[src/rtl/addsub_digit_serial_if.sv]
// Request/result bundle for the digit-serial adder/subtractor.
// The master issues operations; the slave (the datapath) returns status and results.
interface addsub_digit_serial_if #(
   parameter int WIDTH = 16
);
   logic             start;
   logic [WIDTH-1:0] a;
   logic [WIDTH-1:0] b;
   logic             mode;
   logic             sat;
   logic             busy;
   logic             done;
   logic [WIDTH-1:0] result;
   logic             carry_out;
   logic             overflow;

   modport master (
      output start, a, b, mode, sat,
      input  busy, done, result, carry_out, overflow
   );

   modport slave (
      input  start, a, b, mode, sat,
      output busy, done, result, carry_out, overflow
   );
endinterface

[src/rtl/addsub_digit_serial.sv]
// Digit-serial two's-complement add/sub: one DIGIT-wide ripple slice reused over
// WIDTH/DIGIT cycles, with start/busy/done handshake, overflow flag and optional saturation.
module addsub_digit_serial #(
   parameter int WIDTH = 16,
   parameter int DIGIT = 4
) (
   input  logic                 clk,
   input  logic                 rst,
   addsub_digit_serial_if.slave bus
);
   localparam int NDIG = WIDTH / DIGIT;
   localparam int CW   = (NDIG > 1) ? $clog2(NDIG) : 1;

   localparam logic [1:0] S_IDLE = 2'd0;
   localparam logic [1:0] S_RUN  = 2'd1;
   localparam logic [1:0] S_DONE = 2'd2;

   localparam logic [WIDTH-1:0] SAT_MIN = {1'b1, {(WIDTH-1){1'b0}}};
   localparam logic [WIDTH-1:0] SAT_MAX = {1'b0, {(WIDTH-1){1'b1}}};

   logic [1:0]       state_q,     state_d;
   logic [WIDTH-1:0] a_q,         a_d;
   logic [WIDTH-1:0] b_q,         b_d;
   logic             a_msb_q,     a_msb_d;
   logic             sat_q,       sat_d;
   logic             carry_q,     carry_d;
   logic [CW-1:0]    cnt_q,       cnt_d;
   logic [WIDTH-1:0] sum_q,       sum_d;
   logic [WIDTH-1:0] result_q,    result_d;
   logic             carry_out_q, carry_out_d;
   logic             overflow_q,  overflow_d;

   logic [DIGIT:0]   chain;
   logic [DIGIT-1:0] digit_sum;
   logic             c_msb;
   logic             c_out;
   logic             ovf;
   logic             last_digit;
   logic [WIDTH-1:0] full_sum;

   // Operands shift right one digit per RUN cycle, so the slice always sees bits [DIGIT-1:0].
   always_comb begin
      chain     = '0;
      digit_sum = '0;
      chain[0]  = carry_q;
      for (int i = 0; i < DIGIT; i++) begin
         digit_sum[i] = a_q[i] ^ b_q[i] ^ chain[i];
         chain[i+1]   = (a_q[i] & b_q[i]) | (chain[i] & (a_q[i] ^ b_q[i]));
      end
   end

   assign c_msb      = chain[DIGIT-1];
   assign c_out      = chain[DIGIT];
   assign ovf        = c_msb ^ c_out;
   assign last_digit = (cnt_q == CW'(NDIG - 1));
   // Sum digits enter at the top, so after NDIG shifts the LSB digit sits at the bottom.
   assign full_sum   = (sum_q >> DIGIT) | (WIDTH'(digit_sum) << (WIDTH - DIGIT));

   // NOTE: every _d gets a default equal to its _q before any branch, so no path
   // leaves a combinational output unassigned and no latch is inferred.
   always_comb begin
      state_d     = state_q;
      a_d         = a_q;
      b_d         = b_q;
      a_msb_d     = a_msb_q;
      sat_d       = sat_q;
      carry_d     = carry_q;
      cnt_d       = cnt_q;
      sum_d       = sum_q;
      result_d    = result_q;
      carry_out_d = carry_out_q;
      overflow_d  = overflow_q;

      case (state_q)
         S_RUN: begin
            a_d     = a_q >> DIGIT;
            b_d     = b_q >> DIGIT;
            carry_d = c_out;
            sum_d   = full_sum;
            if (last_digit) begin
               state_d     = S_DONE;
               carry_out_d = c_out;
               overflow_d  = ovf;
               if (sat_q && ovf) begin
                  result_d = a_msb_q ? SAT_MIN : SAT_MAX;
               end else begin
                  result_d = full_sum;
               end
            end else begin
               cnt_d = cnt_q + CW'(1);
            end
         end
         default: begin
            // IDLE and DONE both accept a new request; DONE otherwise falls back to IDLE.
            if (bus.start) begin
               state_d = S_RUN;
               a_d     = bus.a;
               b_d     = bus.b ^ {WIDTH{bus.mode}};
               a_msb_d = bus.a[WIDTH-1];
               sat_d   = bus.sat;
               carry_d = bus.mode;
               cnt_d   = '0;
               sum_d   = '0;
            end else begin
               state_d = S_IDLE;
            end
         end
      endcase
   end

   // NOTE: sequential state uses non-blocking assignments so every flop samples
   // the pre-edge values of the others, independent of statement order.
   always_ff @(posedge clk) begin
      if (rst) begin
         // NOTE: the operand and shift registers are reset too, not just the FSM,
         // so an aborted operation leaves no stale data behind.
         state_q     <= S_IDLE;
         a_q         <= '0;
         b_q         <= '0;
         a_msb_q     <= 1'b0;
         sat_q       <= 1'b0;
         carry_q     <= 1'b0;
         cnt_q       <= '0;
         sum_q       <= '0;
         result_q    <= '0;
         carry_out_q <= 1'b0;
         overflow_q  <= 1'b0;
      end else begin
         state_q     <= state_d;
         a_q         <= a_d;
         b_q         <= b_d;
         a_msb_q     <= a_msb_d;
         sat_q       <= sat_d;
         carry_q     <= carry_d;
         cnt_q       <= cnt_d;
         sum_q       <= sum_d;
         result_q    <= result_d;
         carry_out_q <= carry_out_d;
         overflow_q  <= overflow_d;
      end
   end

   assign bus.busy      = (state_q == S_RUN);
   assign bus.done      = (state_q == S_DONE);
   assign bus.result    = result_q;
   assign bus.carry_out = carry_out_q;
   assign bus.overflow  = overflow_q;
endmodule

[src/flat_wrapper.sv]
// flat-port wrapper written by rule: the top's interface ports become plain ports
module addsub_digit_serial_flat 
#(
   parameter int WIDTH = 16,
   parameter int DIGIT = 4
)
  (clk, rst, bus_start, bus_a, bus_b, bus_mode, bus_sat, bus_busy, bus_done, bus_result, bus_carry_out, bus_overflow);
  addsub_digit_serial_if #(.WIDTH(WIDTH)) bus_i ();
  input  logic clk;
  input  logic rst;
  input wire logic [$bits(bus_i.start)-1:0] bus_start;
  input wire logic [$bits(bus_i.a)-1:0] bus_a;
  input wire logic [$bits(bus_i.b)-1:0] bus_b;
  input wire logic [$bits(bus_i.mode)-1:0] bus_mode;
  input wire logic [$bits(bus_i.sat)-1:0] bus_sat;
  output wire logic [$bits(bus_i.busy)-1:0] bus_busy;
  output wire logic [$bits(bus_i.done)-1:0] bus_done;
  output wire logic [$bits(bus_i.result)-1:0] bus_result;
  output wire logic [$bits(bus_i.carry_out)-1:0] bus_carry_out;
  output wire logic [$bits(bus_i.overflow)-1:0] bus_overflow;
  assign bus_i.start = bus_start;
  assign bus_i.a = bus_a;
  assign bus_i.b = bus_b;
  assign bus_i.mode = bus_mode;
  assign bus_i.sat = bus_sat;
  assign bus_busy = bus_i.busy;
  assign bus_done = bus_i.done;
  assign bus_result = bus_i.result;
  assign bus_carry_out = bus_i.carry_out;
  assign bus_overflow = bus_i.overflow;
  addsub_digit_serial #(.WIDTH(WIDTH), .DIGIT(DIGIT)) u_core (.clk(clk), .rst(rst), .bus(bus_i));
endmodule
[config.mk]
export PLATFORM = sky130hd
export DESIGN_NAME = addsub_digit_serial_flat
export DESIGN_NICKNAME = d
export VERILOG_FILES = /design/src/rtl/addsub_digit_serial_if.sv /design/src/rtl/addsub_digit_serial.sv /design/src/flat_wrapper.sv
export SDC_FILE = /design/constraint.sdc
export NUM_CORES = 1
export LEC_CHECK = 0
export BUFFER_PORTS_ARGS = -buffer_cell sky130_fd_sc_hd__buf_2
export CORE_MARGIN = 10
export CORE_UTILIZATION = 55
export CTS_BUF_LIST = sky130_fd_sc_hd__clkbuf_4 sky130_fd_sc_hd__clkbuf_8
export CTS_CLUSTER_DIAMETER = 120
export CTS_CLUSTER_SIZE = 40
export DETAILED_ROUTE_END_ITERATION = 8
export PLACE_DENSITY = 0.89
export SETUP_SLACK_MARGIN = 0.5
export SLEW_MARGIN = 5
export SYNTH_ARGS = -nofsm -noshare
export SYNTH_HDL_FRONTEND = slang
export SYNTH_SLANG_ARGS = --single-unit
[constraint.sdc]
create_clock -name clk -period 8.1 [get_ports clk]
set_input_delay 0 -clock clk [delete_from_list [all_inputs] [get_ports clk]]
set_output_delay 0 -clock clk [all_outputs]
set_load 0.01 [all_outputs]
==> flow_metrics.py, run 1 <==
metrics = {
    "status": {
        "outcome": "finished, final reports clean",
    },
    "route": {
        "antenna_left": 0,
        "first_iter_violations": 162,
        "wl_per_cell_um": 14.1,
        "vias": 2509,
        "drt-pass1-iter-count": 4,
        "drc": 0,
        "vias_per_cell": 5.25,
        "wl_mm": 6.73,
    },
    "placement": {
        "dp.cells": 448,
        "placed_area_um2": 3240,
        "io_buffers": 56,
        "gp_congestion": 0.805,
        "detailedPlace.worstSlack_ns": 5.06,
        "dp_hpwl_mm": 4.44,
    },
    "setup_path": {
        "path_max_fanout": 16,
        "end_kind": "flop",
        "startpoint_type": "flop",
        "crit_required_ns": 8.37,
        "arrival_ns": 3.31,
        "critPathKind": "flop to flop",
    },
    "global_routing": {
        "grt_usage_pct": 16.0,
        "antenna_found_initial": 0,
        "overflow": 0,
        "grt_pass1_wl_mm": 11.4,
        "grt_max_degree": 63,
        "grt_pass1_vias": 2497,
    },
    "sta": {
        "finalSetupTns_ns": 0,
        "fin_ws_ns": 5.06,
        "fin_skew_ns": 0.00607,
        "hold_violations": 0,
        "worst_pin_slew_ns": 1.09,
        "finalCritPeriodShare_pct": 37.5,
        "setup_viol": 0,
        "drv_slew": 0,
        "post-route-min-period_ns": 3.04,
        "holdWs_ns": 0.0180,
        "relSlewSlack_pct": 27.3,
        "max_freq_mhz": 329,
        "rsz0062_at_grt": "no",
    },
    "power_and_ir_drop": {
        "clkPwrFrac_pct": 38.5,
        "switching_share_pct": 23.8,
        "p_per_area_nw_per_um2": 206,
        "pwr-share-comb_pct": 12.1,
        "intPower_w": 0.000564,
        "p_sw_w": 0.000176,
        "p_seq_share_pct": 49.4,
        "ir_drop_mv": 0.132,
        "p_leak_nw": 1.51,
    },
    "clock_tree": {
        "cts_buffers": 9,
        "clk_latency_ns": 0.34,
        "cts_tree": "done",
        "cts_hold_buf": 15,
        "h-tree-depth": 3,
        "postCtsSetupBuffers": 0,
        "cts_root_buf": "clkbuf_8",
        "clock_path_buffers": 2,
        "cts_sinks": 69,
        "cts-resized-gates": 0,
        "cts.reportedPaths.clkPinSlew_ns": 0.07,
    },
    "synth": {
        "yosysWarnings": 0,
        "synth-seq-cells": 69,
        "synthesis.nets": 391,
        "ys_top_cells_by_area": "dfxtp_1 (46%), nor2_1 (8.7%), a211oi_1 (7.5%), a21oi_1 (6.7%), mux2i_1 (5.7%)",
        "syn-instance-count": 349,
        "synth_top_flop_cell": "dfxtp_1",
        "yosys.area.top_type": "dfxtp_1",
        "async_reset_ff_share_pct": 0,
        "yosysUniqueCellTypes": 30,
        "syn_area_um2": 3010,
        "synth-edff-count": 0,
        "synth.avg_cell_area_um2": 8.62,
        "ys_seq_area_share_pct": 45.9,
        "netlist.area_leader.share_pct": 45.9,
    },
    "final_layout": {
        "fin_area_um2": 3590,
        "final_cell_count_no_fill": 478,
        "fin_nets": 446,
        "drive_above_1_share_pct": 19.4,
        "areaGrowthSynthToFinish_pct": 19.4,
        "antennaDiodeCount": 0,
    },
    "floorplanning": {
        "num_rows": 26,
        "core_area_um2": 5200,
        "die_x_um": 94.0,
        "start_util_pct": 57.8,
        "ios": 57,
        "dieArea_um2": 8830,
        "die_h_um": 94.0,
    },
    "run": {
        "max_cap_viol_count": 0,
    },
    "hold_path": {
        "min-delay-path-class": "primary input to flop",
    },
}
==> registers in the layout, indices dropped and copies added (netlist names) <==
name,cells
u_core.a_msb_q,1
u_core.a_q,16
u_core.b_q,16
u_core.bus.carry_out,1
u_core.bus.overflow,1
u_core.bus.result,16
u_core.carry_q,1
u_core.cnt_q,2
u_core.sat_q,1
u_core.state_q,2
u_core.sum_q,12
==> final cells by class <==
cell class	count	area, um2
fillers	416	1610
inverters	10	40.0
multi-input cells	241	1440
repair buffers	73	445
well taps	70	87.6
clock inverters	1	30.0
flip-flops and latches	69	1380
clock buffers	14	174
==> through the flow <==
step	utilization, %	total power (W)
floorplan	-	0.000436
global placement	62.2	0.000453
detailed placement	62.2	0.000457
CTS	69.0	0.000744
global route	69.0	0.000775
finish	69.0	0.000740
==> logic make-up after synthesis <==
| kind of cell | after synthesis | share of synthesized area [%] |
|---|---|---|
| simple gates | 122 | 17.3 |
| compound gates | 79 | 16.4 |
| flops | 69 | 45.9 |
| buf+inv | 39 | 6.40 |
| xor+xnor | 18 | 5.24 |
| mux | 17 | 5.65 |
| fa+ha+maj | 5 | 3.08 |
==> cell usage after synthesis (all sizes together) (3+ instances only) <==
master and number:
buf 20, clkbuf 9, fa 4, nand3 12, nand2 18, mux2i 17
nor3 15, nor2 70, xnor2 17, dfxtp 69, inv 10, a21oi 42
a211oi 30, nand2b 3
==> power by group through the flow <==
stage	sequential, W	combinational [W]	clock (W)
2_1_floorplan	0.000370	0.0000656	0
3_5_place_dp	0.000373	0.0000837	0
4_1_cts	0.000365	0.0000896	0.000289
6_report	0.000366	0.0000899	0.000285
5_1_grt	0.000367	0.000101	0.000306
3_3_place_gp	0.000372	0.0000810	0
==> critical path, cell delays in order (launching register included) <==
cell and delay (ns):
dfxtp_1 0.31, inv_1 0.08, fa_1 0.18, inv_1 0.06
fa_1 0.40, inv_1 0.09, fa_1 0.25, inv_1 0.09
fa_1 0.51, xnor2_1 0.26, nand2_2 0.24, a211o_1 0.37
a21oi_2 0.11
==> metal layers <==
layer	wire length (um)	track usage, %	vias up
li1	-	-	1296
met1	2840	17.7	1138
met2	3220	25.9	64
met3	531	7.51	11
met4	133	6.46	0
met5	0	0	-
==> layout by cell type, fill, tap and decap left out, types with 2 or more instances in the layout <==
cell type and count:
a211oi_1 30, nor2_1 70, nand2_1 17, dfxtp_1 69, a21oi_1 40, inv_1 9
fa_1 4, a31oi_1 2, a21oi_2 2, nor3_1 15, buf_4 2, buf_2 56
mux2i_1 17, dlygate4sd3_1 15, nand2b_1 3, nand3_1 12, xnor2_1 17, clkbuf_4 3
clkbuf_8 11, a211o_1 2
==> path summary, 6_finish.rpt <==
| path | start | endpoint | cells past startpoint | slack, ns |
|---|---|---|---|---|
| worst min-delay path | bus_a[0] | u_core.a_q[0] | 3 | 0.02 |
| worst max-delay path | u_core.carry_q | u_core.bus.result[14] | 12 | 5.06 |
| worst max register to register | u_core.carry_q | u_core.bus.result[14] | 12 | 5.06 |
| worst min register to register | u_core.sum_q[12] | u_core.sum_q[8] | 2 | 0.47 |
No activity file was read; power rests on OpenSTA's default activity.
==> run 2, diff against run 1 <==
Clock period 8.1 ns to 2.8 ns, I/O delays scaled along.
==> flow_metrics.py, run 2 (synthesis gave the netlist of run 1 again) <==
metrics = {
    "global_routing": {
        "grt_pass1_vias": 2550,
        "grt_max_degree": 38,
        "grt_usage_pct": 16.5,
        "grt_pass1_wl_mm": 11.7,
        "antenna_found_initial": 0,
        "overflow": 0,
    },
    "power_and_ir_drop": {
        "p_leak_nw": 1.59,
        "p_total_w": 0.00215,
        "p_per_area_nw_per_um2": 561,
        "ir_drop_mv": 0.387,
    },
    "final_layout": {
        "areaGrowthSynthToFinish_pct": 27.4,
        "final_common_cell": "nor2_1",
        "layout_common_cells": "nor2_1 (70), dfxtp_1 (67), buf_2 (56)",
        "final_core_utilization_pct": 73.6,
        "antennaDiodeCount": 0,
        "final_cell_count_no_fill": 491,
        "drive_above_1_share_pct": 28.3,
        "fin_nets": 460,
    },
    "route": {
        "vias": 2636,
        "drt-pass1-iter-count": 4,
        "drc": 0,
        "antenna_left": 0,
        "first_iter_violations": 114,
        "wl_per_cell_um": 14.8,
        "wl_mm": 7.25,
        "vias_per_cell": 5.37,
    },
    "setup_path": {
        "end_kind": "flop",
        "startpoint_type": "flop",
        "crit_path_cell_trace": "inv_2, fa_2, inv_2, fa_2, inv_2, fa_2, inv_2, fa_2, xnor2_4, and3_4, a211o_1, a21oi_2",
        "worst_path_largest_cell_delay_ns": 0.37,
        "arrival_ns": 2.83,
        "reg2reg_slack_ns": 0.25,
        "crit_required_ns": 3.09,
        "cp_top_family": "adder cells",
        "critPathBufInv": 4,
        "path_max_fanout": 3,
        "slowest_stage": "fa_2",
        "critPathKind": "flop to flop",
    },
    "hold_path": {
        "min-delay-path-class": "primary input to flop",
    },
    "clock_tree": {
        "cts.reportedPaths.clkPinSlew_ns": 0.07,
        "h-tree-depth": 3,
        "cts_tree": "done",
        "clock_path_buffers": 2,
        "cts_root_buf": "clkbuf_8",
        "clk_latency_ns": 0.35,
        "cts_sinks": 69,
        "cts_buffers": 9,
    },
    "placement": {
        "gp_congestion": 0.764,
        "dp_hpwl_mm": 4.82,
        "io_buffers": 56,
        "dp.cells": 454,
    },
    "sta": {
        "relSlewSlack_pct": 50.9,
        "worst_pin_slew_ns": 0.736,
        "setup_viol": 0,
        "max_freq_mhz": 392,
        "finalCritPeriodShare_pct": 91.0,
        "post-route-min-period_ns": 2.55,
        "rsz0062_at_grt": "yes",
        "drv_slew": 0,
        "hold_violations": 0,
        "fin_skew_ns": 0.00541,
    },
    "floorplanning": {
        "start_util_pct": 57.8,
        "dieArea_um2": 8830,
        "die_h_um": 94.0,
        "num_rows": 26,
        "die_x_um": 94.0,
        "core_area_um2": 5200,
        "ios": 57,
    },
    "status": {
        "outcome": "finished, final reports clean",
    },
    "run": {
        "max_cap_viol_count": 0,
    },
}
-- run 2: changes by cell type in the layout (fill, tap and decap cells not counted), sizes merged --
cell / delta
clkbuf: -2
buf: +13
dlygate4sd3: +1
clkinv: +1
-- run 2: area by class of cell --
class | instances | area, um2
Clock buffer | 12 | 153
Clock inverter | 2 | 35.0
Fill cell | 388 | 1370
Inverter | 10 | 40.0
Multi-Input combinational cell | 241 | 1550
Sequential cell | 69 | 1380
Tap cell | 70 | 87.6
Timing Repair Buffer | 87 | 581
-- run 2: final timing paths --
path / start / to / depth (start not counted)
max reg2reg: u_core.carry_q / u_core.bus.result[14] / 12
min reg2reg: u_core.bus.carry_out / u_core.bus.carry_out / 2
min: bus_a[10] / u_core.a_q[10] / 3
max: u_core.carry_q / u_core.bus.result[14] / 12
-- run 2: metal layers --
layer | global-route usage (%) | wire length (um) | vias to the layer above | part of all wire (%)
li1 | - | - | 1318 | -
met1 | 17.8 | 2940 | 1234 | 40
met2 | 28.6 | 3680 | 67 | 51
met3 | 6.31 | 499 | 17 | 6.9
met4 | 6.46 | 139 | 0 | 1.9
met5 | 0 | 0 | - | 0
-- run 2: stage by stage --
| stage | hold slack, ns | area (um2) | setup TNS, ns | worst slack [ns] |
|---|---|---|---|---|
| floorplan | 0.147 | 3080 | 0 | 0.365 |
| global placement | 0.236 | 3340 | 0 | 0.112 |
| detailed placement | 0.252 | 3340 | -0.00215 | -0.00118 |
| CTS | 0.00341 | 3770 | 0 | 0.259 |
| global route | 0.0139 | 3830 | 0 | 0.173 |
| finish | 0.0123 | 3830 | 0 | 0.252 |
-- run 2: where the power goes --
part           total (W)  switching [W]  internal [W]
logic           0.000293       0.000158      0.000135
clock network   0.000794       0.000350      0.000444
registers        0.00106      0.0000325       0.00103
total            0.00215       0.000540       0.00161
-- run 2: timing repair --
| item | 4_1_cts | 5_1_grt |
|---|---|---|
| setup endpoints to repair | 16 | 18 |
| resized for setup | 4 | 12 |
| hold endpoints to repair | 17 | 0 |
| buffers inserted | 5 | 2 |
| hold buffers | 16 | 0 |
| pin swaps | 4 | 9 |
-- run 2: worst min-delay path, delay by kind of cell --
family | cells | cell delay, ns
multiplexers | 1 | 0.13
AO/OA/AOI/OAI | 1 | 0.09
buffers and inverters | 1 | 0.09
==> run 3, diff against run 2 <==
Settings changed: CORE_UTILIZATION 55 to 57, GPL_ROUTABILITY_DRIVEN set to 0, PLACE_DENSITY 0.89 to 0.92, SETUP_SLACK_MARGIN 0.5 to unset.
==> flow_metrics.py, run 3 (synthesis gave the netlist of run 1 again) <==
metrics = {
    "route": {
        "vias": 2652,
        "drc": 0,
        "drt-pass1-iter-count": 4,
        "wl_per_cell_um": 15.0,
        "antenna_left": 0,
        "first_iter_violations": 130,
        "vias_per_cell": 5.43,
        "wl_mm": 7.33,
    },
    "clock_tree": {
        "cts_sinks": 69,
        "cts_buffers": 9,
        "h-tree-depth": 3,
        "clk_latency_ns": 0.35,
        "cts_tree": "done",
        "cts.reportedPaths.clkPinSlew_ns": 0.07,
        "clock_path_buffers": 2,
        "cts_root_buf": "clkbuf_8",
    },
    "floorplanning": {
        "start_util_pct": 58.9,
        "die_x_um": 92.7,
        "die_h_um": 92.7,
        "core_area_um2": 5110,
        "num_rows": 26,
        "dieArea_um2": 8590,
        "ios": 57,
    },
    "final_layout": {
        "fin_nets": 455,
        "layout_common_cells": "nor2_1 (70), dfxtp_1 (68), buf_2 (56)",
        "areaGrowthSynthToFinish_pct": 23.2,
        "antennaDiodeCount": 0,
        "final_common_cell": "nor2_1",
        "drive_above_1_share_pct": 23.4,
    },
    "placement": {
        "io_buffers": 56,
        "dp_hpwl_mm": 4.65,
    },
    "global_routing": {
        "grt_pass1_wl_mm": 11.9,
        "antenna_found_initial": 0,
        "grt_max_degree": 37,
        "grt_pass1_vias": 2519,
        "overflow": 0,
        "grt_usage_pct": 17.3,
    },
    "sta": {
        "worst_pin_slew_ns": 0.788,
        "setup_viol": 0,
        "max_freq_mhz": 376,
        "relSlewSlack_pct": 47.4,
        "holdWs_ns": 0.00902,
        "finalCritPeriodShare_pct": 94.9,
        "finalSetupTns_ns": 0,
        "fin_skew_ns": 0.00917,
        "hold_violations": 0,
        "drv_slew": 0,
        "post-route-min-period_ns": 2.66,
    },
    "setup_path": {
        "end_kind": "flop",
        "crit_path_cell_trace": "inv_1, fa_1, inv_2, fa_1, inv_1, fa_2, inv_2, fa_2, xnor2_2, nand2_2, buf_4, a21oi_1, nor3_2",
        "critPathBufInv": 5,
        "critPathKind": "flop to flop",
        "crit_required_ns": 3.01,
        "worst_path_largest_cell_delay_ns": 0.44,
        "r2r_cells": 13,
        "startpoint_type": "flop",
        "arrival_ns": 2.87,
        "cp_top_family": "adder cells",
        "path_max_fanout": 5,
        "worst-path-stages": 13,
        "slowest_stage": "fa_1",
    },
    "run": {
        "max_cap_viol_count": 0,
    },
    "status": {
        "outcome": "finished, final reports clean",
    },
    "power_and_ir_drop": {
        "p_per_area_nw_per_um2": 594,
        "p_sw_w": 0.000558,
        "intPower_w": 0.00164,
        "clkPwrFrac_pct": 39.5,
        "ir_drop_mv": 0.401,
        "pwr-share-comb_pct": 12.5,
        "switching_share_pct": 25.3,
        "p_total_w": 0.00220,
        "p_leak_nw": 1.57,
        "p_seq_share_pct": 48.1,
    },
    "hold_path": {
        "min-delay-path-class": "primary input to flop",
        "hold_depth": 3,
    },
}
## run 3: final timing paths
path	from	endpoint	slack, ns
hold / removal	bus_a[11]	u_core.a_q[11]	0.009
setup reg to reg	u_core.carry_q	u_core.bus.result[6]	0.14
hold reg to reg	u_core.sum_q[9]	u_core.sum_q[5]	0.47
setup / recovery	u_core.carry_q	u_core.bus.result[6]	0.14
## run 3: final cells by class
cell class                 instances  area, um2
clock buffer                      13        173
clock inverter                     3       42.5
fill                             407       1400
inverter                          10       40.0
multi-input combinational        241       1470
sequential                        69       1380
tap                               70       87.6
timing repair buffer              82        514
## run 3: what timing repair did
action / 4_1_cts / 5_1_grt
hold buffers: 14 / 0
resized for setup: 5 / 5
pin swaps: 3 / 3
endpoints found under the hold margin: 15 / 0
setup endpoints to repair: 16 / 16
buffers inserted: 3 / 2
## run 3: power groups by stage
stage / sequential (W) / clock (W) / combinational [W]
after floorplan: 0.00107 / 0 / 0.000190
after global placement: 0.00108 / 0 / 0.000236
after detailed placement: 0.00108 / 0 / 0.000244
after CTS: 0.00106 / 0.000869 / 0.000267
after global routing: 0.00106 / 0.000918 / 0.000304
final: 0.00106 / 0.000869 / 0.000275
## run 3: metal layers
metal  share of wire (%)  track usage [%]
met4                 2.2             9.64
met3                 7.7             5.41
met1                  40             18.7
met2                  50             29.5
met5                   0                0
## run 3: tightest hold or removal path, stage by stage
cell and delay, ns:
buf_2 0.10, mux2i_1 0.12, a211oi_1 0.08
## run 3: stage by stage
stage	util, %	cell area, um2	worst slack (ns)	std cells
after floorplan	-	3010	0.120	349
after global placement	64.2	3280	0.0126	453
after detailed placement	64.2	3280	-0.192	453
after CTS	72.0	3680	0.0129	486
after global routing	72.6	3710	-0.00397	488
final	72.6	3710	0.141	488
